<file path="src/rtl/div8_seq.sv">
// div8_seq: multi-cycle unsigned restoring divider.
// It produces one quotient bit per clock and needs WIDTH iterations.
// A divide by zero skips the iterations. It finishes on the next edge
// with q = all ones, r = a and dz = 1.
//
// state | meaning
// ------+-------------------------------------------------------------
// IDLE  | waiting for start
// RUN   | iterating, one trial subtraction per clock, busy = 1
// DONE  | done pulse cycle; start is accepted here like in IDLE
module div8_seq #(
    parameter int WIDTH = 8
) (
    input  logic             clk,
    input  logic             rst_n,
    input  logic             start,
    input  logic [WIDTH-1:0] a,
    input  logic [WIDTH-1:0] b,
    output logic             busy,
    output logic             done,
    output logic [WIDTH-1:0] q,
    output logic [WIDTH-1:0] r,
    output logic             dz
);

    localparam int CW = $clog2(WIDTH) + 1;
    localparam logic [CW-1:0] LAST_ITER = CW'(WIDTH - 1);

    typedef enum logic [1:0] {
        S_IDLE,
        S_RUN,
        S_DONE
    } state_t;

    state_t           state;
    logic [WIDTH-1:0] dividend;
    logic [WIDTH-1:0] divisor;
    logic [WIDTH-1:0] rem;
    logic [WIDTH-1:0] quot;
    logic [CW-1:0]    count;

    logic [WIDTH:0]   trial;
    logic             qbit;
    logic [WIDTH-1:0] rem_next;
    logic [WIDTH-1:0] quot_next;

    // Trial subtraction for the current iteration. The partial remainder
    // stays below 2^(k-1) before iteration k, so its top bit is always
    // clear here. Using the full register keeps the result exact anyway.
    always_comb begin
        trial     = {rem, dividend[WIDTH-1]} - {1'b0, divisor};
        qbit      = ~trial[WIDTH];
        rem_next  = qbit ? trial[WIDTH-1:0] : {rem[WIDTH-2:0], dividend[WIDTH-1]};
        quot_next = {quot[WIDTH-2:0], qbit};
    end

    // Control FSM, working registers and registered result outputs.
    always_ff @(posedge clk or negedge rst_n) begin
        if (!rst_n) begin
            state    <= S_IDLE;
            busy     <= 1'b0;
            done     <= 1'b0;
            dz       <= 1'b0;
            q        <= '0;
            r        <= '0;
            dividend <= '0;
            divisor  <= '0;
            rem      <= '0;
            quot     <= '0;
            count    <= '0;
        end else begin
            case (state)
                S_IDLE, S_DONE: begin
                    done <= 1'b0;
                    if (start) begin
                        if (b == '0) begin
                            state <= S_DONE;
                            done  <= 1'b1;
                            q     <= '1;
                            r     <= a;
                            dz    <= 1'b1;
                        end else begin
                            state    <= S_RUN;
                            busy     <= 1'b1;
                            dividend <= a;
                            divisor  <= b;
                            rem      <= '0;
                            quot     <= '0;
                            count    <= '0;
                        end
                    end else begin
                        state <= S_IDLE;
                    end
                end

                S_RUN: begin
                    dividend <= {dividend[WIDTH-2:0], 1'b0};
                    rem      <= rem_next;
                    quot     <= quot_next;
                    count    <= count + 1'b1;
                    // The results are loaded from the last iteration's
                    // next-state values, so they appear together with done.
                    if (count == LAST_ITER) begin
                        state <= S_DONE;
                        busy  <= 1'b0;
                        done  <= 1'b1;
                        q     <= quot_next;
                        r     <= rem_next;
                        dz    <= 1'b0;
                    end
                end

                default: begin
                    state <= S_IDLE;
                    busy  <= 1'b0;
                    done  <= 1'b0;
                end
            endcase
        end
    end

endmodule

</file>
<file path="config.mk">
export PLATFORM = sky130hd
export DESIGN_NAME = div8_seq
export DESIGN_NICKNAME = d
export VERILOG_FILES = /design/src/rtl/div8_seq.sv
export SDC_FILE = /design/constraint.sdc
export NUM_CORES = 1
export LEC_CHECK = 0
export CAP_MARGIN = 30
export CELL_PAD_IN_SITES_DETAIL_PLACEMENT = 0
export CELL_PAD_IN_SITES_GLOBAL_PLACEMENT = 1
export CORE_ASPECT_RATIO = 2
export CORE_MARGIN = 8
export CORE_UTILIZATION = 45
export CTS_CLUSTER_SIZE = 12
export DETAILED_ROUTE_END_ITERATION = 10
export PLACE_DENSITY = 0.87
export SLEW_MARGIN = 10
export SYNTH_ARGS = -nofsm -noshare
export SYNTH_HDL_FRONTEND = slang
export SYNTH_SLANG_ARGS = --single-unit
</file>
<file path="constraint.sdc">
create_clock -name clk -period 4.4 [get_ports clk]
set_clock_uncertainty 0.1 [all_clocks]
set_input_delay 0.66 -clock clk [delete_from_list [all_inputs] [get_ports clk]]
set_output_delay 0.66 -clock clk [all_outputs]
set_load 0.02 [all_outputs]
</file>
==> impl_results.md, run 1 <==
- Largest net degree at the start of global routing: 56
- Avg Inst Size Synth: 9.44 sq um
- Routed wire length: 7.10 mm
- Register area share after synthesis: 50.4%
- Clock slew at reported path FFs: 0.07 ns
- Synth warnings: 0
- Core ar.: 5960 sq um
- Hpwl dp: 5.14 mm
- Fin. Hold Viols: 0
- Die height: 126 um
- Synth Flop Type: dfrtp_1
- Crit-path max cell delay: 0.50 ns
- Share of layout cells above drive strength 1: 6.79%
- Crit path capture type: register
- Seq cells post-synth: 55
- Die area: 8960 sq um
- Sequential share of power: 30.0%
- RSZ-0062 raised after global routing: false
- Die W: 71.1 um
- Critical path startpoint category: register
- Pre-Repair DR Iteration Count: 4
- Period utilisation layout: 68.1%
- ANT nets after route: 0
- Post-synth EDFFs: 0
- Final antenna diode count: 0
- Latest clock arrival within the worst-skew pair: 0.30 ns
- Slowest CP cell: xor2_2
- Outcome: finished clean
- Hold_buf cts: 0
- Sw frac: 42.4%
- Crit path required time: 4.46 ns
- Filler cells: 534
- VDD IR max: 0.540 mV
- Max-cap violations: 0
- Slew Limit Fails: 0
- Internal: 0.00179 W
- Synthesis-to-finish area growth: 22.2%
- Setup violators final: 0
- Initial antenna violation count: 0
- First-pass GRT wire length: 11.8 mm
- Hold path startpoint: dividend[1]$_DFFE_PN0P_
- Syn Inst Count: 289
- Critical Path, Cell by Cell: inv_1 > ha_1 > inv_1 > fa_1 > a21o_1 > a21oi_2 > o311a_4 > xor2_2 > mux2i_1 > o22ai_1
- TNS Setup: 0 ns
- Min Tclk post-route: 2.99 ns
- Clock share of power: 16.2%
- GR Overflow Total: 0
- FP Rows: 40
- Worst-path fanout max: 11
- Design Power: 0.00310 W
- Arrival time at the worst endpoint: 3.06 ns
- Combinational power share: 53.8%
- Routed length per instance: 18.3 um
- Num CTS Buffers: 5
- Yosys cell types: 46
- Clock H-tree levels: 2
- Area leader, netlist: dfrtp_1
- Worst path most repeated cell: inv_1
- Power density over the cells: 930 nW/um^2
- Asr flop ratio synth: 100%
- Starting Density: 45.8%
- Worst slew pin tran: 0.895 ns
- Root buffer cell: clkbuf_16
- CP Launch Point: dividend[7]$_DFFE_PN0P_
- Main area contributors after synthesis: dfrtp_1 (50%), nand2_1 (8.1%), ha_1 (4.1%), o21ai_0 (3.9%), nor2_1 (3.3%)
- R2r startpoint: dividend[7]$_DFFE_PN0P_
- Max Freq: 334 MHz
- CTS tree: done
- Count leader, synth: nand2_1
- Top Ports: 38
- Avg Vias per Cell: 5.70
- Share of the synthesized area in the top cell type: 50.4%
- NetSw: 0.00131 W
- Worst hold path type: register to register
- Drt initial violations: 80
- GPL Wtd Cong: 0.816
- # DRC: 0
- Leakage power: 1.50 nW
- Number of global-route vias before repair: 2353
- Syn Std Cell Area: 2730 sq um
- Mapped Nets: 318
- Max-slew headroom: 40.1%
- Layout Nets: 352
- Routed vias: 2204
- Clk sinks: 55
- Synth top cells by count: nand2_1 (59), dfrtp_1 (55), nor2_1 (24)
- Post-CTS Setup Bufs: 0
- Total track usage: 16.9%
- WS Path Type: register to register
- I/O Buffers: 37
- Resized cells post-CTS: 0
- CTS Buffer Depth: 2
-- power groups by stage --
stage | Sequential (W) | Combinational (W) | Clock, W
after CTS | 0.000931 | 0.00168 | 0.000508
after floorplan | 0.000975 | 0.00114 | 0
after global placement | 0.000936 | 0.00163 | 0
final | 0.000930 | 0.00167 | 0.000502
after detailed placement | 0.000935 | 0.00166 | 0
after global routing | 0.000957 | 0.00187 | 0.000526
-- through the flow --
step           utilization (%)  area [sq um]  instances  hold slack (ns)  setup slack (ns)
2_1_floorplan                -          2730        289            0.264              1.93
3_3_place_gp              52.8          3150        379            0.360              1.29
3_5_place_dp              52.8          3150        379            0.364              1.17
4_1_cts                   56.0          3330        387            0.381              1.41
5_1_grt                   56.0          3330        387            0.393              1.22
6_report                  56.0          3330        387            0.374              1.41
-- final timing paths --
path | to | slack, ns | depth (start not counted)
worst max-delay path | rem[1]$_DFFE_PN0P_ | 1.41 | 10
worst max register to register | rem[1]$_DFFE_PN0P_ | 1.41 | 10
max in group asynchronous | q[5]$_DFFE_PN0P_ | 3.34 | 2
worst min register to register | dividend[1]$_DFFE_PN0P_ | 0.37 | 2
min in group asynchronous | count[3]$_DFFE_PN0P_ | 0.39 | 2
worst min-delay path | dividend[1]$_DFFE_PN0P_ | 0.37 | 2
-- placed cells by master, fill, tap and decap left out, drive strengths merged, types with 2 or more instances in the layout --
cell type      synthesis  routed
nor3                   6       6
buf                    6       6
nor4                   2       2
a21boi                 2       2
nor2                  24      24
a31oi                  5       5
clkdlybuf4s50          0      36
bufinv                 0       2
o22a                   3       3
a22oi                 11      11
ha                     9       9
inv                   13      13
clkbuf                 9       6
nor2b                  3       3
dfrtp                 55      55
nand2                 59      59
a21oi                 14      14
o311a                  2       2
xnor2                  3       3
o22ai                  6       6
mux2i                  2       2
o31ai                  3       3
mux2                   2       2
nor3b                  2       2
xor2                   6       6
a21o                   3       3
nand3                  6       6
o21ai                 22      22
-- state kept, by name (all words and copies together), names as in the netlist --
register	count
dividend	8
divisor	8
q	8
r	8
rem	8
quot	7
count	4
state	2
busy	1
dz	1
-- area by class of cell --
cell class | count | area (sq um) | area share (%)
inverters | 13 | 48.8 | 1.46
multi-input cells | 206 | 1240 | 37.1
flip-flops and latches | 55 | 1380 | 41.3
repair buffers | 42 | 403 | 12.1
well taps | 63 | 78.8 | 2.36
clock inverters | 2 | 60.1 | 1.80
clock buffers | 6 | 129 | 3.86
-- per-layer routing --
layer / wire [um] / vias up / GRT usage, % / part of all wire, %
li1: - / 1067 / - / -
met1: 2740 / 1061 / 17.9 / 39
met2: 3750 / 54 / 28.9 / 53
met3: 222 / 22 / 3.34 / 3.1
met4: 384 / 0 / 11.9 / 5.4
met5: 0 / - / 0 / 0
-- cell families after synthesis --
| kind of cell | after synthesis | share of synthesized area, % |
|---|---|---|
| xor gates and xnor gates | 9 | 3.44 |
| muxes | 4 | 1.70 |
| and+or+nand+nor | 107 | 16.6 |
| adders and majority gates | 10 | 4.86 |
| DFF | 55 | 50.4 |
| buffers and inverters | 28 | 4.31 |
| AOI/OAI and AO/OA | 76 | 18.7 |
-- critical path, delay by kind of cell (launching register included) --
family / cells / cell delay [ns]
AO/OA/AOI/OAI: 4 / 0.76
XOR/XNOR: 1 / 0.50
adder cells (fa/ha/maj): 2 / 0.56
buffers and inverters: 2 / 0.16
flip-flops: 1 / 0.43
multiplexers: 1 / 0.34
(Power assumes the default switching activity.)
==> run 2: changes to the inputs <==
Settings changed: CORE_UTILIZATION 45 to 38, PLACE_DENSITY 0.87 to 0.78.
Clock period 4.4 ns to 2.7 ns, I/O delays scaled along.
==> impl_results.md, run 2 (synthesized netlist as in run 1, its figures left out) <==
- Outcome: finished clean
- Initial antenna violation count: 0
- Fin. Hold Viols: 0
- Synthesis-to-finish area growth: 25.1%
- Layout Nets: 361
- Clk sinks: 55
- ANT nets after route: 0
- Share of layout cells above drive strength 1: 9.91%
- Period utilisation layout: 94.6%
- CTS tree: done
- Routed wire length: 7.08 mm
- GR Overflow Total: 0
- VDD IR max: 0.847 mV
- R2r startpoint: dividend[7]$_DFFE_PN0P_
- GPL Wtd Cong: 0.876
- Clock H-tree levels: 2
- Arrival time at the worst endpoint: 2.61 ns
- Max Freq: 391 MHz
- Setup slack after layout: 0.146 ns
- # DRC: 0
- Final antenna diode count: 0
- Leakage power: 1.52 nW
- Root buffer cell: clkbuf_16
- Critical Path, Cell by Cell: inv_1 > ha_1 > inv_1 > fa_2 > a21o_1 > a21oi_2 > o311a_4 > xor2_4 > buf_4 > a221oi_2 > o31ai_1
- Pre-Repair DR Iteration Count: 5
- Hpwl dp: 5.22 mm
- Die area: 10300 sq um
- Post-CTS Setup Bufs: 0
- R2R depth: 11
- Worst slew pin tran: 0.760 ns
- FP Rows: 44
- Routed length per instance: 16.7 um
- Slew Limit Fails: 0
- WS Path Type: register to register
- First-pass GRT wire length: 12.0 mm
- CP Launch Point: dividend[7]$_DFFE_PN0P_
- CTS Buffer Depth: 2
- Min Tclk post-route: 2.55 ns
- Largest net degree at the start of global routing: 56
- Number of global-route vias before repair: 2343
- Num CTS Buffers: 5
- Crit path capture type: register
- Top Ports: 38
- Die height: 136 um
- Critical Path Stages: 11
- Filler cells: 672
- I/O Buffers: 37
- Core ar.: 7100 sq um
- Worst Path Buf+Inv: 3
- Clock slew at reported path FFs: 0.07 ns
- Worst flop-to-flop path endpoint: r[4]$_DFFE_PN0P_
- Latest clock arrival within the worst-skew pair: 0.30 ns
- Avg Vias per Cell: 5.31
- End of the critical path: r[4]$_DFFE_PN0P_
- Power density over the cells: 1480 nW/um^2
- Final instance area: 3410 sq um
- Worst-path fanout max: 9
- Crit path required time: 2.75 ns
- Placed Area: 3250 sq um
- Worst path most repeated cell: inv_1
- R2R Setup Slk: 0.15 ns
- Starting Density: 38.4%
- Critical path startpoint category: register
- RSZ-0062 raised after global routing: false
- Drt initial violations: 165
- Leading cell types in the layout, fill and taps excluded: nand2_1 (59), dfrtp_1 (55), clkdlybuf4s50_1 (36)
- Worst hold path type: primary input to asynchronous set/reset pin
- Setup violators final: 0
- Worst slack, placed: -0.0206 ns
- Crit-path max cell delay: 0.38 ns
- Routed vias: 2255
- Kind of cell adding the most delay to the critical path: compound AO/OA/AOI/OAI gates
- Total track usage: 14.2%
- Slowest CP cell: dfrtp_1
- Most common cell after layout, fill and taps aside: nand2_1
- Max-cap violations: 0
- Max-slew headroom: 49.1%
- Die W: 75.9 um
run 2: cell count changes in the layout (fill, tap and decap cells not counted), sizes merged:
cell      delta
bufinv       -2
buf          +9
clkinvlp     +1
inv          +1
run 2: report_power, final:
part,switching (W),total (W),internal (W),leakage [nW]
Clock,0.000302,0.000650,0.000348,0.0675
Combinational,0.00164,0.00288,0.00123,0.774
Sequential,0.000289,0.00151,0.00122,0.679
Total,0.00223,0.00504,0.00280,1.52
run 2: final cells by class:
| class | count | area (sq um) | share of cell area (%) |
|---|---|---|---|
| multi-input combinational | 206 | 1260 | 36.8 |
| clock buffer | 6 | 129 | 3.78 |
| sequential | 55 | 1380 | 40.3 |
| inverter | 13 | 48.8 | 1.43 |
| clock inverter | 2 | 16.3 | 0.477 |
| tap | 92 | 115 | 3.37 |
| timing repair buffer | 51 | 470 | 13.8 |
run 2: worst min path at each step:
stage,startpoint,to,depth (start not counted)
3_3_place_gp,dz$_DFFE_PN0P_,dz$_DFFE_PN0P_,2
2_1_floorplan,rst_n,busy$_DFFE_PN0P_,0
5_1_grt,rst_n,divisor[6]$_DFFE_PN0P_,2
3_5_place_dp,dividend[7]$_DFFE_PN0P_,dividend[7]$_DFFE_PN0P_,2
6_report,rst_n,divisor[6]$_DFFE_PN0P_,2
4_1_cts,rst_n,divisor[6]$_DFFE_PN0P_,2
run 2: repair_timing:
item                                    CTS  global route
hold buffers                              0             0
endpoints found under the setup margin    2            12
pin swaps                                 0             2
gates resized for setup                   1             3
run 2: metrics by stage:
step | util, % | hold WS [ns] | total power, W | TNS (ns) | instances
detailed placement | 45.8 | 0.367 | 0.00435 | -0.0206 | 417
floorplan | - | 0.00941 | 0.00344 | 0 | 289
CTS | 47.9 | 0.165 | 0.00504 | 0 | 425
finish | 48.1 | 0.125 | 0.00504 | 0 | 425
global placement | 45.8 | 0.358 | 0.00426 | 0 | 417
global route | 48.1 | 0.198 | 0.00542 | 0 | 425
run 2: routing by layer:
metal | up-vias | GRT usage (%) | part of all wire (%)
met5 | - | 0 | 0
met4 | 0 | 5.27 | 1.3
met3 | 8 | 3.58 | 5.1
met2 | 61 | 22.7 | 47
met1 | 1098 | 18.0 | 47
li1 | 1088 | - | -
==> run 3: changes to the inputs <==
Settings changed: CORE_ASPECT_RATIO 2 to default.
==> impl_results.md, run 3 (synthesized netlist as in run 1, its figures left out) <==
- Crit path required time: 2.83 ns
- Worst slack, placed: 0.0340 ns
- Worst-path fanout max: 8
- Synthesis-to-finish area growth: 24.4%
- Routed vias: 2235
- Slew Limit Fails: 0
- Period utilisation layout: 95.3%
- Setup slack after layout: 0.127 ns
- Routed length per instance: 16.0 um
- Clock H-tree levels: 2
- Metal2 WL: 3.25 mm
- Filler cells: 685
- Top Ports: 38
- Final instance area: 3390 sq um
- Number of global-route vias before repair: 2272
- Met1 WL: 3.28 mm
- Routed wire length: 6.94 mm
- Clk sinks: 55
- GPL Wtd Cong: 0.811
- I/O Buffers: 37
- Leading cell types in the layout, fill and taps excluded: nand2_1 (59), dfrtp_1 (55), clkdlybuf4s50_1 (36)
- Fin. Hold Viols: 0
- Max-slew headroom: 68.6%
- Setup violators final: 0
- # DRC: 0
- Power density over the cells: 1430 nW/um^2
- Num CTS Buffers: 5
- Leakage power: 1.51 nW
- Layout Nets: 362
- GR Overflow Total: 0
- Clock slew at reported path FFs: 0.10 ns
- Max Freq: 389 MHz
- VDD IR max: 0.531 mV
- Initial antenna violation count: 0
- Min Tclk post-route: 2.57 ns
- Avg Vias per Cell: 5.16
- First-pass GRT wire length: 11.5 mm
- Die W: 101 um
- FP Rows: 31
- Worst slew pin tran: 0.466 ns
- Die area: 10100 sq um
- Max-cap violations: 0
- Share of layout cells above drive strength 1: 9.58%
- ANT nets after route: 0
- Routed wire length on met3: 320 um
- Arrival time at the worst endpoint: 2.71 ns
- Core ar.: 7100 sq um
- Critical path startpoint category: register
- Die height: 101 um
- CTS Buffer Depth: 2
- CTS tree: done
- Drt initial violations: 130
- Placed Area: 3260 sq um
- Outcome: finished clean
- Crit path capture type: register
- Largest net degree at the start of global routing: 56
- Pre-Repair DR Iteration Count: 4
- Starting Density: 38.4%
- Most common cell after layout, fill and taps aside: nand2_1
- Latest clock arrival within the worst-skew pair: 0.31 ns
- Hpwl dp: 5.02 mm
- Total track usage: 14.2%
- Root buffer cell: clkbuf_8
- Worst hold path type: register to register
- Hold Slack: 0.383 ns
- TNS Setup: 0 ns
- Final antenna diode count: 0
- WS Path Type: register to register
- Design Power: 0.00485 W
- Top sig layer: met4
## run 3: layout make-up
class                           instances  area [sq um]  share of cell area, %
Sequential cell                        55          1380                   40.5
Inverter                               13          48.8                   1.44
Multi-Input combinational cell        206          1250                   36.8
Clock buffer                            6          82.6                   2.43
Tap cell                               99           124                   3.65
Timing Repair Buffer                   52           497                   14.6
Clock inverter                          2          16.3                  0.479
## run 3: final timing paths
path,cells after the start,slack [ns],end,startpoint
worst max-delay path,11,0.13,r[2]$_DFFE_PN0P_,dividend[7]$_DFFE_PN0P_
worst min-delay path,1,0.38,busy$_DFFE_PN0P_,busy$_DFFE_PN0P_
worst max register to register,11,0.13,r[2]$_DFFE_PN0P_,dividend[7]$_DFFE_PN0P_
worst min register to register,1,0.38,busy$_DFFE_PN0P_,busy$_DFFE_PN0P_
max in group asynchronous,3,1.74,q[0]$_DFFE_PN0P_,rst_n
min in group asynchronous,3,0.50,divisor[4]$_DFFE_PN0P_,rst_n
## run 3: what timing repair did
action | 4_1_cts | 5_1_grt
gates resized for setup | 1 | 1
hold buffers | 1 | 0
setup buffers | 0 | 1
pin swaps | 0 | 2
endpoints found under the setup margin | 1 | 10
endpoints found under the hold margin | 55 | 0
## run 3: critical path, cell delays in order, from the launching register on
cell and delay [ns]:
dfrtp_1 0.39, inv_1 0.08, ha_1 0.17, inv_1 0.05
fa_1 0.39, a21o_1 0.19, a21oi_2 0.18, o311a_4 0.23
xor2_4 0.24, buf_6 0.17, nand3_1 0.11, a41oi_2 0.20
## run 3: through the flow
step / utilization [%] / cells
3_5_place_dp: 46.0 / 423
4_1_cts: 47.7 / 432
3_3_place_gp: 46.0 / 423
5_1_grt: 47.8 / 433
6_report: 47.8 / 433
2_1_floorplan: - / 289
## run 3: per-layer routing
layer  vias up  global-route usage, %
met2        41                   22.7
met1      1094                   19.0
met5         -                      0
li1       1091                      -
met4         0                   4.07
met3         9                   2.76
## run 3: where the power goes
group	leakage, nW	switching, W	internal (W)	total [W]
Combinational	0.783	0.00161	0.00126	0.00286
Clock	0.0474	0.000277	0.000210	0.000487
Sequential	0.679	0.000278	0.00122	0.00150
Total	1.51	0.00216	0.00269	0.00485
